[src/rtl/risc_controller.sv]
// Phase sequencer and control-strobe decoder for the 8-bit RISC CPU.
// Optional macro SINGLE_STEP_EN adds a step input and a WAIT state after Ph7.
module risc_controller #(
  parameter int OP_CODE_WIDTH = 3,
  parameter int PHASE_WIDTH   = 3
) (
  input  logic                     clk,
  input  logic                     n_rst,
`ifdef SINGLE_STEP_EN
  input  logic                     step,
`endif
  input  logic [OP_CODE_WIDTH-1:0] op_code,
  input  logic                     zero,
  output logic                     sel,
  output logic                     rd,
  output logic                     ld_ir,
  output logic                     inc_pc,
  output logic                     ld_pc,
  output logic                     ld_ac,
  output logic                     wr,
  output logic                     data_e,
  output logic                     halt,
  output logic [PHASE_WIDTH-1:0]   phase
);

  typedef enum logic [PHASE_WIDTH-1:0] {
    INST_ADDR  = PHASE_WIDTH'(0),
    INST_FETCH = PHASE_WIDTH'(1),
    INST_LOAD  = PHASE_WIDTH'(2),
    IDLE       = PHASE_WIDTH'(3),
    OP_ADDR    = PHASE_WIDTH'(4),
    OP_FETCH   = PHASE_WIDTH'(5),
    ALU_OP     = PHASE_WIDTH'(6),
    STORE      = PHASE_WIDTH'(7)
  } phase_e;

  localparam logic [OP_CODE_WIDTH-1:0] OP_HLT = OP_CODE_WIDTH'(0);
  localparam logic [OP_CODE_WIDTH-1:0] OP_SKZ = OP_CODE_WIDTH'(1);
  localparam logic [OP_CODE_WIDTH-1:0] OP_ADD = OP_CODE_WIDTH'(2);
  localparam logic [OP_CODE_WIDTH-1:0] OP_AND = OP_CODE_WIDTH'(3);
  localparam logic [OP_CODE_WIDTH-1:0] OP_XOR = OP_CODE_WIDTH'(4);
  localparam logic [OP_CODE_WIDTH-1:0] OP_LDA = OP_CODE_WIDTH'(5);
  localparam logic [OP_CODE_WIDTH-1:0] OP_STO = OP_CODE_WIDTH'(6);
  localparam logic [OP_CODE_WIDTH-1:0] OP_JMP = OP_CODE_WIDTH'(7);

  phase_e phase_q, phase_d;
  logic   halted_q, halted_d;
  logic   wait_q;
  logic   blank;
  logic   is_hlt, is_sto, is_jmp, is_skz, aluop;

`ifdef SINGLE_STEP_EN
  logic wait_d;
`endif

  assign is_hlt = (op_code == OP_HLT);
  assign is_sto = (op_code == OP_STO);
  assign is_jmp = (op_code == OP_JMP);
  assign is_skz = (op_code == OP_SKZ);
  assign aluop  = (op_code == OP_ADD) || (op_code == OP_AND) ||
                  (op_code == OP_XOR) || (op_code == OP_LDA);

  always_comb begin
    phase_d  = phase_e'(phase_q + 1'b1);
    halted_d = halted_q;
`ifdef SINGLE_STEP_EN
    wait_d   = wait_q;
`endif
    if (halted_q) begin
      phase_d = phase_q;
`ifdef SINGLE_STEP_EN
    end else if (wait_q) begin
      phase_d = step ? INST_ADDR : phase_q;
      wait_d  = !step;
    end else if (phase_q == STORE) begin
      phase_d = STORE;
      wait_d  = 1'b1;
`endif
    end else if (phase_q == OP_ADDR && is_hlt) begin
      halted_d = 1'b1;
    end
  end

  always_ff @(posedge clk or negedge n_rst) begin
    if (!n_rst) begin
      phase_q  <= INST_ADDR;
      halted_q <= 1'b0;
    end else begin
      phase_q  <= phase_d;
      halted_q <= halted_d;
    end
  end

`ifdef SINGLE_STEP_EN
  always_ff @(posedge clk or negedge n_rst) begin
    if (!n_rst) wait_q <= 1'b0;
    else        wait_q <= wait_d;
  end
`else
  assign wait_q = 1'b0;
`endif

  // Halted or waiting: every strobe is silenced, only halt may show.
  assign blank = halted_q | wait_q;
  assign phase = phase_q;

  always_comb begin
    sel    = 1'b0;
    rd     = 1'b0;
    ld_ir  = 1'b0;
    inc_pc = 1'b0;
    ld_pc  = 1'b0;
    ld_ac  = 1'b0;
    wr     = 1'b0;
    data_e = 1'b0;
    halt   = halted_q;
    if (!blank) begin
      unique case (phase_q)
        INST_ADDR: begin
          sel = 1'b1;
        end
        INST_FETCH: begin
          sel = 1'b1;
          rd  = 1'b1;
        end
        INST_LOAD, IDLE: begin
          sel   = 1'b1;
          rd    = 1'b1;
          ld_ir = 1'b1;
        end
        OP_ADDR: begin
          inc_pc = 1'b1;
          halt   = is_hlt;
        end
        OP_FETCH: begin
          rd = aluop;
        end
        ALU_OP: begin
          rd     = aluop;
          inc_pc = is_skz & zero;
          ld_pc  = is_jmp;
          data_e = is_sto;
        end
        STORE: begin
          rd     = aluop;
          ld_ac  = aluop;
          ld_pc  = is_jmp;
          wr     = is_sto;
          data_e = is_sto;
        end
      endcase
    end
  end

endmodule
[config.mk]
export PLATFORM = sky130hd
export DESIGN_NAME = risc_controller
export DESIGN_NICKNAME = d
export VERILOG_FILES = /design/src/rtl/risc_controller.sv
export SDC_FILE = /design/constraint.sdc
export NUM_CORES = 1
export LEC_CHECK = 0
export ABC_AREA = 1
export CAP_MARGIN = 20
export CORE_AREA = 2 2 39 41
export CTS_BUF_LIST = sky130_fd_sc_hd__clkbuf_8 sky130_fd_sc_hd__clkbuf_16
export CTS_CLUSTER_DIAMETER = 50
export DETAILED_ROUTE_END_ITERATION = 16
export DIE_AREA = 0 0 41 43
export SETUP_SLACK_MARGIN = 0.3
export SLEW_MARGIN = 20
export SYNTH_ARGS = -nofsm -noshare
export SYNTH_HDL_FRONTEND = slang
export SYNTH_SLANG_ARGS = --single-unit
[constraint.sdc]
create_clock -name clk -period 3.1 [get_ports clk]
set_clock_uncertainty 0.15 [all_clocks]
set_input_delay 0.465 -clock clk [delete_from_list [all_inputs] [get_ports clk]]
set_output_delay 0.465 -clock clk [all_outputs]
set_load 0.005 [all_outputs]
Word-level counts from Yosys, hierarchy flattened --
Cells that the tools add are included.
Word-level totals: word-level logic and storage cells 49, bits of input ports 6, flip-flop bits (word level) 4, output and inout port bits 12
Cells by class: reductions and logical operators 11, add/sub/neg operators 1, multiplexer cells 20, eq/ne operators 14, bitwise logic cells 1
Operator list (count):
- equality test 3 bit, second input constant | 8
- two-way mux 1 bit | 18
- equality test 3 x 2 -> 1 bit, second input constant | 4
- equality test 3 x 1 -> 1 bit, second input constant | 2
- zero test 3 bit | 2
- OR reduction 3 bit | 2
- one-hot mux 1 bit (2 select lines) | 2
- OR reduction 2 bit | 2
- OR reduction 4 bit | 1
- adder 3 x 1 -> 3 bit, second input constant | 1
- logical OR 1 bit | 3
- AND 1 bit | 1
- logical AND 1 bit | 1

Longest topological paths before layout --
Gate-level depths: netlist of the first run.
depth after elaboration 6, gate-level depth with buffers 6, gate-level depth less buffers 6

Least setup slack after synthesis of the first run --
OpenSTA, ideal clock, no wires.
path kind reg2out, start reg phase_q[0], in the netlist phase[0], end out rd, data arrival time 1.111 ns, stages on the path, launching flop included 7, required time 2.485 ns, path buffers 0, setup slack 1.374 ns, cell sequence dfrtp_1 > ha_1 > ha_1 > inv_1 > nand2_2 > nor2_4 > a21oi_2
Between the ends: longest elaborated chain between the ends 4, elaborated cells on any way between the ends 10, those cells by class eq/ne: 6; mux: 2; reduce/logical: 2
Ends and longest elaborated chain:
- from (decl) | line 46 | phase_e phase_q, phase_d;
- from (signal assigned) | line 89 | phase_q <= phase_d;
- equality test 3 bit (tied with other cells) | line 118 | unique case (phase_q)
- OR reduction 3 bit (no line)
- one-hot mux 1 bit (2 select lines) (*) | line 118
- two-way mux 1 bit (*) | line 117 | if (!blank) begin
- to (decl) | line 15 | output logic rd,
Every way passes the cells marked *; elsewhere a longest branch is shown, timed or not.

Worst setup path after layout of the first run --
start reg phase_q[0], in the netlist phase[0], end out inc_pc
Between the ends: longest elaborated chain between the ends 3, elaborated cells on any way between the ends 4, those cells by class eq/ne: 2; mux: 2
Ends and longest elaborated chain:
- equality test 3 bit | line 118
- one-hot mux 1 bit (2 select lines) (*) | line 118
- two-way mux 1 bit (*) | line 117
- to (decl) | line 17 | output logic inc_pc,
Marks and branches as above.

==> results of run 1 <==
==> worst reg2reg max path: stages, from the launching register on <==
cell     delay (ps)
dfrtp_1         440
ha_1            260
ha_1            270
o21ai_0         170
==> logic make-up (layout without fill, tap and decap cells) <==
family          count (synthesis)  count (layout)
buf+inv                        12              31
simple gates                   25              25
xor+xnor                        1               1
flops                           4               4
compound gates                  8               8
fa+ha+maj                       6               6
==> per-stage QoR <==
step	total power, mW	hold slack, ps	util	cells
final	0.173	302	0.460	91
after global routing	0.183	311	0.460	91
after CTS	0.177	299	0.460	91
after detailed placement	0.0656	427	0.430	88
after global placement	0.0657	414	0.430	88
after floorplan	0.0574	19.4	-	56
==> registers in the layout, indices dropped and copies added (netlist names) <==
| register | cells |
|---|---|
| phase | 3 |
| blank | 1 |
==> worst max path at each step <==
| stage | depth (start not counted) | slack (ps) | end | start |
|---|---|---|---|---|
| 2_1_floorplan | 6 | 1370 | rd | phase[0]$_DFFE_PN0N_ |
| 3_3_place_gp | 7 | 650 | inc_pc | op_code[1] |
| 6_report | 7 | 650 | inc_pc | phase[0]$_DFFE_PN0N_ |
| 5_1_grt | 7 | 480 | rd | phase[0]$_DFFE_PN0N_ |
| 3_5_place_dp | 6 | 660 | rd | op_code[1] |
| 4_1_cts | 7 | 640 | inc_pc | phase[0]$_DFFE_PN0N_ |
==> cells in the mapped netlist (all sizes together) <==
library cell	number
buf	1
o21ai	4
nor3	1
a21oi	4
nand2	14
inv	11
dfrtp	4
ha	6
nor2	6
xnor2	1
nand3	4
==> cell type report <==
class / count / area [um2]
repair buffers: 17 / 170
flip-flops and latches: 4 / 100
inverters: 11 / 41.3
fillers: 153 / 747
well taps: 16 / 20.0
multi-input cells: 40 / 264
clock buffers: 3 / 41.3
==> where the power goes <==
| group | switching [mW] | internal, mW |
|---|---|---|
| registers | 0 | 0.0526 |
| logic | 0.00555 | 0.00686 |
| clock network | 0.0252 | 0.0826 |
| total | 0.0308 | 0.142 |
==> layer usage <==
metal	track usage	up-vias
li1	-	211
met1	0.147	155
met2	0.191	13
met3	0.0262	0
met4	0.0800	0
met5	0	-
==> results.md, run 1 <==
* Status: finished, final reports clean
* Area growth syn-to-layout at 55.2%
* Setup violators final at 0
* Cell Pwr Density at 271 nW/um2
* Setup Fix Bufs, Post-CTS at 0
* Final min period at about 2500 ps
* Fmax at 0.408 GHz
* Die area at 1760 um2
* Sequential area share after synthesis at 0.244
* Vias in the first global route at between 300 and 400
* YS warnings at 0
* Clock sink total at 4
* RD Place Congestion at around 0.7
* Slack of the worst reg-to-reg path at 1730 ps
* Global-route wire length before repair at ~1500 um
* FF-to-FF path depth at 3
* Largest net degree at the start of global routing at 10
* Core Area at 1380 um2
* CP delay by family, top: buffers and inverters
* Share of layout cells above drive strength 1 at 0.200
* Most frequent cells in the layout: clkdlybuf4s50_1 (17), nand2_1 (11), inv_1 (9), ha_1 (6), nor2_1 (5)
* DP Area at roughly 600 um2
* Grt total ovfl at 0
* Place WS at 659 ps
* Mapped Cells at 56
* Design area at roughly 640 um2
* Rows at 14
* Fin. max-slew vios at 0
* DR WL met3 at 53 um
* CTS H-tree depth at 1
* Iteration-0 DRC Markers at 2
* Final hold vios at 0
* DRC at 0
* Max_cap viols at 0
* Setup CP Type: reg -> out
* Final WS setup at 649 ps
* CTS Hold Bufs at 0
* Required time of the critical path at ~2500 ps
* DP Wirelength at 676 um
* IR Drop Worst-Case VDD at 0.232 mV
* Antenna violations before repair at 0
* R2r startpoint: phase[0]$_DFFE_PN0N_
* Slowest CP cell: clkdlybuf4s50_1
* Seq cells post-synth at 4
* Clock Root Buffer: clkbuf_8
* Clock buffer depth at 2
* Worst skew pair latency at 210 ps
* CP Data Arrival Time at 1840 ps
* Synth Area in Simple Gates at 0.305
* Starting Density at 0.297
* Critical path launch point type: flop
* Top layer in use: met3
* Syn Nets at 68
* CTS tree: yes
* Port Buffers at 17
* M1 wire length at 380 um
* Met2 WL at 396 um
* Post-detailed-route via-to-cell ratio at about 4.2
* GRT Resource Usage Total at 0.124
* Synth area leader: dfrtp_1
* Crit path capture type: output port
* TritonCTS Buffers at 3
* Adder-cell share of the synthesized area at 0.183
* Critical Path, Cell by Cell: inv_1, ha_1, nand2_1, inv_1, nand2_1, a21oi_2, clkdlybuf4s50_1
* Total number of vias at 379
* Setup TNS at 0 ps
* RSZ-0062 raised after global routing: no
* Most common cell after layout, fill and taps aside: clkdlybuf4s50_1
* Synth area leaders: dfrtp_1 (24%), ha_1 (18%), nand2_1 (10%)
* Slew @ Worst Pin at 289 ps
* Die height at approximately 43 um
* Antenna viol nets, final at 0
* Clk pin slew, worst setup/hold paths at approximately 30 ps
* Post-synthesis compound-gate area fraction at 0.134
* Count of cell types in the netlist at 18
* Die Span X at 41 um
* Maximum fanout along the worst path at 6
* Post-synthesis mux area share at 0
* Post-Synth XOR/XNOR Area at 0.0213
* Top-level I/O count at 18
* Main combinational cell family by area after synthesis: simple AND/OR/NAND/NOR gates
* N_diodes at 0
* Synth top area share at 0.244
* Syn_area_per_cell at 7.33 um2
* Final period utilization at 0.791
* Routed WL at 830 um
* Nets@finish at 89
* Detailed Routing Iterations Pass 1 at 2
* DR WL/cell at between 9 and 10 um
* Buffers & Inverters on Critical Path at 3
* CP max stage delay at ~500 ps
* R2r endpoint: phase[2]$_DFFE_PN0N_
* Hold WC Path Type: in -> async
* Count of cells resized by post-cts repair at 0
* Mapped Area at 410 um2
* Relative slew slack at 0.807
* Leak at ~0.3 nW
Power figures use the tool's default switching activity.
==> run 2: changes to the inputs <==
==> constraint.sdc (replaced) <==
create_clock -name clk -period 2 [get_ports clk]
set_clock_uncertainty 0.15 [all_clocks]
set_input_delay 0.3 -clock clk [delete_from_list [all_inputs] [get_ports clk]]
set_output_delay 0.3 -clock clk [all_outputs]
set_load 0.005 [all_outputs]
==> run 2 against run 1 <==
Sequential share of layout area is 2.5 points lower. Non-clock buffer count is 11 higher. Largest power group unchanged. Power is 54% higher. Via count is 16% higher. Hold slack worse by 160 ps. Critical path depth is 1 lower.
==> results.md, run 2 (synthesized netlist as in run 1, its figures left out) <==
* Status: finished, final reports clean (unchanged)
* Pint at 0.220 mW (was 0.142 mW)
* Slew @ Worst Pin at 177 ps (was 289 ps)
* Nets@finish at 100 (was 89)
* GRT Resource Usage Total at 0.139 (was 0.124)
* Final min period at about 1900 ps
* DR WL/cell at 10.3 um (was 9.12 um)
* Share of layout cells above drive strength 1 at 0.628 (was 0.200)
* Area growth syn-to-layout at 90.9% (was 55.2%)
* Rows at 14 (unchanged)
* Dpl cells at 93 (was 88)
* N_diodes at 0 (unchanged)
* Leak at 0.383 nW (was 0.293 nW)
* CP Data Arrival Time at 1420 ps (was 1840 ps)
* Grt total ovfl at 0 (unchanged)
* Cell Pwr Density at 340 nW/um2 (was 271 nW/um2)
* Slack of the worst reg-to-reg path at 720 ps (was 1730 ps)
* Detailed Routing Iterations Pass 1 at 2 (unchanged)
* Clk pwr share at 0.620 (was 0.624)
* Required time of the critical path at 1550 ps (was 2480 ps)
* Clk pin slew, worst setup/hold paths at 30 ps (about the same)
* Most frequent cells in the layout: buf_2 (9), nand2_1 (8), buf_4 (7) (was clkdlybuf4s50_1 (17), nand2_1 (11), inv_1 (9), ha_1 (6), nor2_1 (5))
* P_sw at 0.0461 mW (was 0.0308 mW)
* Max_cap viols at 0 (unchanged)
* Relative slew slack at 0.882 (was 0.807)
* Die height at 43 um (unchanged)
* Logic gate share of total power at 0.074 (was 0.072)
* RD Place Congestion at 0.691 (was 0.693)
* IR Drop Worst-Case VDD at 0.509 mV (was 0.232 mV)
* Sequential Power Share at 0.306 (was 0.304)
* Largest net degree at the start of global routing at 10 (unchanged)
* Iteration-0 DRC Markers at 3 (was 2)
* Die Span X at 41 um (unchanged)
* Final WS setup at 134 ps (was 649 ps)
* Vias in the first global route at 421 (was 383)
* Total number of vias at 438 (was 379)
* Setup CP Type: reg -> out (unchanged)
* Post-Layout Cell Count at 102 (was 91)
* Hold WS at 138 ps (was 302 ps)
* DRC at 0 (unchanged)
* Fmax at between 0.5 and 0.6 GHz
* Routed WL at 1050 um (was 830 um)
* Most common cell after layout, fill and taps aside: buf_2 (was clkdlybuf4s50_1)
* Die area at 1760 um2 (unchanged)
* Switching Share at 0.173 (was 0.178)
* Global-route wire length before repair at 1590 um (was 1480 um)
* Maximum fanout along the worst path at 4 (was 6)
* Post-detailed-route via-to-cell ratio at 4.29 (was 4.16)
* Clock buffer depth at 2 (unchanged)
* Place WS at -116 ps (was 659 ps)
* Final period utilization at 0.933
* DP Wirelength at 709 um (was 676 um)
* Fin. max-slew vios at 0 (unchanged)
* Antenna violations before repair at 0 (unchanged)
* Worst skew pair latency at 210 ps (about the same)
* Hold WC Path Type: in -> async (unchanged)
* Port Buffers at 17 (unchanged)
* Number of flip-flops in the largest register at 3 (unchanged)
* Critical path launch point type: flop (unchanged)
* Starting Density at 0.297 (unchanged)
* Clock Root Buffer: clkbuf_8 (unchanged)
* Crit path capture type: output port (unchanged)
* Top-level I/O count at 18 (unchanged)
* CTS tree: yes (unchanged)
* Final hold vios at 0 (unchanged)
* CTS H-tree depth at 1 (unchanged)
* Core Area at 1380 um2 (unchanged)
* Antenna viol nets, final at 0 (unchanged)
* Clock sink total at 4 (unchanged)
* Setup violators final at 0 (unchanged)
* TritonCTS Buffers at 3 (unchanged)
* Setup TNS at 0 ps (unchanged)
* RSZ-0062 raised after global routing: yes (was no)
## run 2: cell types whose count changed in the layout (fill, tap and decap cells not counted), sizes merged
| cell | delta |
|---|---|
| buf | +20 |
| clkdlybuf4s50 | -11 |
| dlygate4sd2 | +1 |
| dlymetal6s2s | +1 |
## run 2: area by class of cell
| cell class | instances | area [um2] |
|---|---|---|
| multi-input combinational | 40 | 344 |
| clock buffer | 3 | 41.3 |
| tap | 16 | 20.0 |
| sequential | 4 | 104 |
| timing repair buffer | 28 | 233 |
| inverter | 11 | 41.3 |
| fill | 148 | 601 |
## run 2: worst paths after layout
| kind | startpoint | end | cells after the start |
|---|---|---|---|
| max | phase[0]$_DFFE_PN0N_ | data_e | 6 |
| min | n_rst | blank$_DFF_PN0_ | 1 |
| max reg2reg | phase[0]$_DFFE_PN0N_ | phase[2]$_DFFE_PN0N_ | 3 |
| min reg2reg | blank$_DFF_PN0_ | blank$_DFF_PN0_ | 2 |
| max in group asynchronous | n_rst | phase[1]$_DFFE_PN0N_ | 1 |
| min in group clk | blank$_DFF_PN0_ | blank$_DFF_PN0_ | 2 |
## run 2: stage by stage
| step | power [mW] | instance area, um2 | utilization |
|---|---|---|---|
| after CTS | 0.269 | 722 | 0.522 |
| final | 0.266 | 783 | 0.566 |
| after global placement | 0.102 | 633 | 0.458 |
| after global routing | 0.280 | 783 | 0.566 |
| after detailed placement | 0.102 | 633 | 0.458 |
| after floorplan | 0.0890 | 410 | - |
## run 2: power by group through the flow
stage | combinational [mW] | clock (mW) | sequential, mW
6_report | 0.0197 | 0.165 | 0.0815
5_1_grt | 0.0220 | 0.177 | 0.0815
3_5_place_dp | 0.0196 | 0 | 0.0824
2_1_floorplan | 0.00654 | 0 | 0.0824
3_3_place_gp | 0.0195 | 0 | 0.0824
4_1_cts | 0.0200 | 0.168 | 0.0815
## run 2: routing by layer
layer	wire length, um	up-vias	global-route usage
li1	-	231	-
met5	0	-	0
met4	16	0	0.100
met1	399	190	0.147
met2	569	15	0.225
met3	67	2	0.0314
## run 2: worst max-delay path, cell delays in order, from the launching register on
cell	delay, ps
dfrtp_2	440
ha_4	180
buf_6	110
ha_4	160
o21ai_4	130
nor2_1	60
buf_2	120
## run 2: timing repair
action / CTS / global route
pin swaps: 9 / 1
gates resized for setup: 55 / 10
hold buffers: 0 / 0
gates cloned: 0 / 0
endpoints found under the setup margin: 11 / 10
setup buffers: 4 / 2
